`src/rtl/setup_input_sequencer_pkg.sv`:
```
// Shared encodings for the Setup input sequencer: Setup block Cmd values,
// sequencer state encoding and the per-state status flag decode.
package setup_input_sequencer_pkg;

   // Setup block Cmd encodings seen on SetupCmd
   localparam int SetupStatesWidth = 3;
   localparam logic [SetupStatesWidth-1:0] St_Idle            = 3'd0;
   localparam logic [SetupStatesWidth-1:0] St_Header          = 3'd1;
   localparam logic [SetupStatesWidth-1:0] St_InputEncryption = 3'd2;
   localparam logic [SetupStatesWidth-1:0] St_Execute         = 3'd3;

   // Sequencer controller states
   localparam int SqStatesWidth = 3;
   typedef enum logic [SqStatesWidth-1:0] {
      Sq_Idle  = 3'd0,
      Sq_Armed = 3'd1,
      Sq_Serve = 3'd2,
      Sq_Done  = 3'd3,
      Sq_Err   = 3'd4
   } sq_state_t;

   // Host-visible status levels, registered alongside the state
   typedef struct packed {
      logic ready;
      logic busy;
      logic done;
      logic error;
   } sq_flags_t;

   // Status levels that hold while the controller sits in state s
   function automatic sq_flags_t sq_flags(input sq_state_t s);
      sq_flags_t f;
      f.ready = (s == Sq_Idle);
      f.busy  = (s == Sq_Armed) || (s == Sq_Serve);
      f.done  = (s == Sq_Done);
      f.error = (s == Sq_Err);
      return f;
   endfunction

endpackage

```
`src/rtl/input_buffer_ram.sv`:
```
// Input word buffer: one write port, one read port with a registered output.
// The read register is what gives the sequencer its one-cycle response latency;
// it only updates on a read so the response word holds between requests.
module input_buffer_ram #(
   parameter int DataWidth = 128,
   parameter int Depth     = 16,
   parameter int AddrWidth = 4
) (
   input  logic                 clock,
   input  logic                 reset,
   input  logic                 we,
   input  logic [AddrWidth-1:0] waddr,
   input  logic [DataWidth-1:0] wdata,
   input  logic                 re,
   input  logic [AddrWidth-1:0] raddr,
   output logic [DataWidth-1:0] rdata
);

   logic [DataWidth-1:0] mem [Depth];

   // Storage write; contents deliberately survive reset
   always_ff @(posedge clock) begin
      if (we) mem[waddr] <= wdata;
   end

   // Registered read, cleared by reset so the response bus starts at zero
   always_ff @(posedge clock or posedge reset) begin
      if (reset)   rdata <= '0;
      else if (re) rdata <= mem[raddr];
   end

endmodule

```
`src/rtl/setup_input_sequencer.sv`:
```
// Host-side sequencer for the Setup block input handshake: answers the header
// request with the input count, then each index request with the buffered word,
// and reports done once Setup moves to execute.
module setup_input_sequencer
   import setup_input_sequencer_pkg::*;
#(
   parameter int DataWidth      = 128,
   parameter int MaxInputLength = 16,
   parameter int IdxWidth       = $clog2(MaxInputLength + 1)
) (
   input  logic                        Clock,
   input  logic                        Reset,
   input  logic                        LoadValid,
   output logic                        LoadReady,
   input  logic [IdxWidth-1:0]         LoadIndex,
   input  logic [DataWidth-1:0]        LoadData,
   input  logic                        Start,
   input  logic [IdxWidth-1:0]         StartLength,
   input  logic                        Clear,
   input  logic [SetupStatesWidth-1:0] SetupCmd,
   input  logic [DataWidth-1:0]        SetupDataOut,
   input  logic                        SetupOutValid,
   output logic [DataWidth-1:0]        SetupDataIn,
   output logic                        SetupInValid,
   output logic                        Busy,
   output logic                        Done,
   output logic                        Error,
   output logic [IdxWidth-1:0]         ServedCount
);

   localparam int AddrWidth = (MaxInputLength > 1) ? $clog2(MaxInputLength) : 1;
   localparam logic [IdxWidth-1:0] MaxLen = IdxWidth'(MaxInputLength);

   sq_state_t            state;
   sq_flags_t            flags;
   logic [IdxWidth-1:0]  len;
   logic [IdxWidth-1:0]  served;
   logic                 resp_vld;
   logic                 resp_from_ram;
   logic [DataWidth-1:0] hdr_word;
   logic [DataWidth-1:0] ram_rdata;

   logic                 hdr_req, idx_req, exec_req, idx_ok, len_ok;
   logic                 buf_we, buf_re;
   logic [IdxWidth-1:0]  req_idx;

   assign hdr_req  = SetupOutValid && (SetupCmd == St_Header);
   assign idx_req  = SetupOutValid && (SetupCmd == St_InputEncryption);
   assign exec_req = (SetupCmd == St_Execute);
   assign req_idx  = SetupDataOut[IdxWidth-1:0];
   // Any nonzero upper bit makes the index out of range regardless of low bits
   assign idx_ok   = (SetupDataOut[DataWidth-1:IdxWidth] == '0) && (req_idx < len);
   assign len_ok   = (StartLength != '0) && (StartLength <= MaxLen);

   assign buf_we   = (state == Sq_Idle) && LoadValid && (LoadIndex < MaxLen);
   assign buf_re   = (state == Sq_Serve) && idx_req && idx_ok;

   input_buffer_ram #(
      .DataWidth (DataWidth),
      .Depth     (MaxInputLength),
      .AddrWidth (AddrWidth)
   ) u_buf (
      .clock (Clock),
      .reset (Reset),
      .we    (buf_we),
      .waddr (LoadIndex[AddrWidth-1:0]),
      .wdata (LoadData),
      .re    (buf_re),
      .raddr (req_idx[AddrWidth-1:0]),
      .rdata (ram_rdata)
   );

   // Controller FSM with response pulse, header word, count and status flags
   always_ff @(posedge Clock or posedge Reset) begin
      if (Reset) begin
         state         <= Sq_Idle;
         flags         <= sq_flags(Sq_Idle);
         len           <= '0;
         served        <= '0;
         resp_vld      <= 1'b0;
         resp_from_ram <= 1'b0;
         hdr_word      <= '0;
      end else begin
         resp_vld <= 1'b0;
         case (state)
            Sq_Idle: begin
               if (Start) begin
                  if (len_ok) begin
                     len    <= StartLength;
                     served <= '0;
                     state  <= Sq_Armed;
                     flags  <= sq_flags(Sq_Armed);
                  end else begin
                     state  <= Sq_Err;
                     flags  <= sq_flags(Sq_Err);
                  end
               end
            end
            Sq_Armed: begin
               if (hdr_req) begin
                  resp_vld      <= 1'b1;
                  resp_from_ram <= 1'b0;
                  hdr_word      <= {{(DataWidth-IdxWidth){1'b0}}, len};
                  state         <= Sq_Serve;
                  flags         <= sq_flags(Sq_Serve);
               end
            end
            Sq_Serve: begin
               if (idx_req) begin
                  if (idx_ok) begin
                     resp_vld      <= 1'b1;
                     resp_from_ram <= 1'b1;
                     if (served < len) served <= served + 1'b1;
                  end else begin
                     state <= Sq_Err;
                     flags <= sq_flags(Sq_Err);
                  end
               end else if (exec_req) begin
                  state <= Sq_Done;
                  flags <= sq_flags(Sq_Done);
               end
            end
            Sq_Done, Sq_Err: begin
               if (Clear) begin
                  state <= Sq_Idle;
                  flags <= sq_flags(Sq_Idle);
               end
            end
            default: begin
               state <= Sq_Idle;
               flags <= sq_flags(Sq_Idle);
            end
         endcase
      end
   end

   // Both response sources are registers, so the bus holds between pulses
   assign SetupDataIn  = resp_from_ram ? ram_rdata : hdr_word;
   assign SetupInValid = resp_vld;
   assign LoadReady    = flags.ready;
   assign Busy         = flags.busy;
   assign Done         = flags.done;
   assign Error        = flags.error;
   assign ServedCount  = served;

endmodule

```
`config.mk`:
```
export PLATFORM = sky130hd
export DESIGN_NAME = setup_input_sequencer
export DESIGN_NICKNAME = d
export VERILOG_FILES = /design/src/rtl/setup_input_sequencer_pkg.sv /design/src/rtl/input_buffer_ram.sv /design/src/rtl/setup_input_sequencer.sv
export SDC_FILE = /design/constraint.sdc
export NUM_CORES = 2
export LEC_CHECK = 0
export ABC_AREA = 0
export CAP_MARGIN = 10
export CORE_MARGIN = 1.5
export CORE_UTILIZATION = 30
export CTS_CLUSTER_DIAMETER = 200
export CTS_CLUSTER_SIZE = 10
export DETAILED_ROUTE_END_ITERATION = 8
export GPL_ROUTABILITY_DRIVEN = 0
export HOLD_SLACK_MARGIN = 0.06
export PLACE_DENSITY_LB_ADDON = 0.3
export SYNTH_ARGS = -nofsm -noshare
export SYNTH_HDL_FRONTEND = slang
export SYNTH_SLANG_ARGS = --single-unit
```
`constraint.sdc`:
```
create_clock -name Clock -period 13.85 [get_ports Clock]
set_clock_uncertainty 0.2 [all_clocks]
set_input_delay 4.155 -clock Clock [delete_from_list [all_inputs] [get_ports Clock]]
set_output_delay 4.155 -clock Clock [all_outputs]
set_load 0.1 [all_outputs]
```
==> results.cfg <==
[global_route]
grt_max_degree = 133
antenna_found_initial = 56
grt_usage = 0.1570
first_global_vias = 41610
grt_first_pass_wirelength_um = 319400
overflow = 0

[setup_path]
crit_fanout = 52
end_kind = primary output
critPathBufInv = 2
required_ns = 9.49
critPathLaunchType = register
r2r-end = u_buf.rdata[37]$_DFFE_PP0P_
critPathKind = reg2out
cp_slowest_cell = clkdlybuf4s50_1
crit_family = buffers and inverters
slowest_delay_ns = 1.20
reg2reg_depth = 10
crit_chain = buf_4 -> and2_1 -> clkdlybuf4s50_1
rr_startpoint = len[4]$_DFFE_PP0P_
critical_path_arrival_ns = 4.21
reg2reg_slack_ns = 9.46

[die]
ios = 413
start_util = 0.3020
fp.coreArea_um2 = 279600
die_w_um = 533.6
die-area_um2 = 284700
dieHeight_um = 533.6
rows = 194

[yosys]
synth_cell_types = 49
ys_top_cells_by_area = edfxtp_1 73%, mux4_2 17%, dfrtp_1 4.4%, mux2_4 1.4%, and2_1 0.92%
synth_top_cell_by_area = edfxtp_1
yosysMostFrequentCell = edfxtp_1
synthArstFlopShare = 0.06867
syn_nets = 3747
synth-main-ff-cell = edfxtp_1
yosys-top-cells-count = 2048 x edfxtp_1, 640 x mux4_2, 150 x dfrtp_1
yosys_register_bits = 2199
synth_area_um2 = 84460
synth_edf_count = 2048
synth_seq_area_share = 0.7729
syn_area_per_cell_um2 = 24.39
synth.top_cell.area_share = 0.7282
yosysWarningCount = 0
synthCells = 3463

[clock_network]
numCtsBuffers = 245
cts_sinks = 2199
htreeDepth = 4
cts_buffer_depth = 4
cts.reportedPaths.clkPinSlew_ns = 0.06
cts_hold_buf = 0
ctsRootBufferMaster = clkbuf_16
cts_tree = yes
clk_latency_ns = 0.91
cts_resized = 0
cts_setup_buffers = 0

[placement]
place.detailed.hpwl_um = 114500
io_buffers = 412
placed_area_um2 = 93190

[status]
status = finished, final reports clean

[sta]
slew_headroom = 0.2215
fmax_mhz = 116.7
fin_tns_setup_ns = 0
slew_violations = 0
max_slew.worst_pin.slew_ns = 1.164
hold_viol_final = 0
fin_crit_sh = 0.6185
setup_viol = 0
fin_crit_ns = 8.566
rsz0062_at_grt = false

[worst_hold_path]
hp-class = reg2reg
min-delay-start = u_buf.rdata[121]$_DFFE_PP0P_
hold_path_depth = 1
whs_endpoint = u_buf.rdata[121]$_DFFE_PP0P_

[finish]
seq_area_um2 = 65280
drive_gt1_frac = 0.2714
nFillCells = 25600
multi_input_area_um2 = 18330
design_area_um2 = 100200
nets = 4313
area_growth_syn_to_layout_pct = 18.61

[drt]
wl_per_cell_um = 28.52
drt_first_pass_iters = 5
drt_iter0_markers = 2937
vias_per_cell = 4.920
ant_nets = 0
wirelength_um = 226800
via_count = 39120
drc_errors = 0

[pwr]
irDropWorstVdd_mv = 0.1108
power.total_mw = 14.02
p_leak_nw = 31.48
p_per_area_nw_per_um2 = 139.9

[flow_run]
maxCapViolCount = 0
[area by class of cell]
type                       count  area share
timing repair buffer         492     0.04872
clock buffer                 427     0.06802
multi-input combinational   1082      0.1830
sequential                  2199      0.6517
inverter                       9   0.0004122
clock inverter                 6    0.001324
tap                         3724     0.04651
antenna                       13   0.0003247
[stage by stage]
stage                     hold WS (ns)  cells  worst slack (ns)  utilization
final                           0.2966   7952             5.284       0.3582
after global routing            0.3213   7944             5.011       0.3582
after detailed placement        0.2874   7506             5.112       0.3333
after CTS                       0.3009   7939             5.054       0.3581
after global placement          0.2846   7506             4.959       0.3333
after floorplan                 0.2460   3463             3.011            -
[state kept, by name, indices dropped and copies added (netlist names), 3 cells and up]
signal / flops
hdr_word: 5
u_buf.mem: 2048
state: 3
len: 5
ServedCount: 5
u_buf.rdata: 128
[placed cells by master, fill, tap and decap left out, drive strengths merged, types with 3 or more instances in the layout]
master and n:
diode 13, nand4 10, clkbuf 428, a21o 6, dfrtp 150, o2111ai 3
nand2b 5, or3 4, ha 9, nor3 6, and2 124, o21ai 7
clkinv 4, nor2 23, mux2 141, buf 88, nand2 20, edfxtp 2048
clkdlybuf4s50 403, inv 11, nor4 50, nand3 10, mux4 640
[worst register-to-register path, cell delays in order, from the launching register on]
cell       delay [ns]
dfrtp_1          0.38
inv_1            0.15
ha_1             0.27
nand2_1          0.13
nand4_1          0.11
nor4_2           0.52
o2111ai_4        0.29
nor2_4           0.14
buf_4            0.63
buf_4            0.90
mux2_2           0.50
[where the power goes]
part           leakage [nW]  total (mW)  switching [mW]  internal (mW)
sequential             20.5        7.39          0.0413           7.35
clock                  3.29        5.81            2.52           3.29
combinational          7.68       0.822           0.480          0.343
total                  31.5        14.0            3.04           11.0
[kinds of logic after synthesis]
| kind of cell | synth area share |
|---|---|
| muxes | 0.1928 |
| DFF | 0.7729 |
| xor gates and xnor gates | 0.0001037 |
| and+or+nand+nor | 0.01839 |
| AOI/OAI and AO/OA | 0.002771 |
| buffers and inverters | 0.01163 |
| adders and majority gates | 0.001333 |
[worst max-delay path by stage]
stage	slack, ns	from	endpoint	depth (start not counted)
detailed placement	5.11	SetupDataOut[31]	u_buf.rdata[34]$_DFFE_PP0P_	9
global route	5.01	resp_from_ram$_DFFE_PP0P_	SetupDataIn[86]	3
global placement	4.96	SetupDataOut[31]	u_buf.rdata[38]$_DFFE_PP0P_	9
floorplan	3.01	LoadIndex[4]	u_buf.mem[1][0]$_DFFE_PP_	3
CTS	5.05	resp_from_ram$_DFFE_PP0P_	SetupDataIn[36]	3
finish	5.28	resp_from_ram$_DFFE_PP0P_	SetupDataIn[86]	3
[layer usage]
layer | vias to the layer above | wire [µm] | track usage
li1 | 16000 | - | -
met3 | 359 | 13690 | 0.03264
met5 | - | 273 | 0
met1 | 21640 | 98660 | 0.2143
met4 | 44 | 5064 | 0.04012
met2 | 1083 | 109100 | 0.2555
No activity file was read; power rests on OpenSTA's default activity.
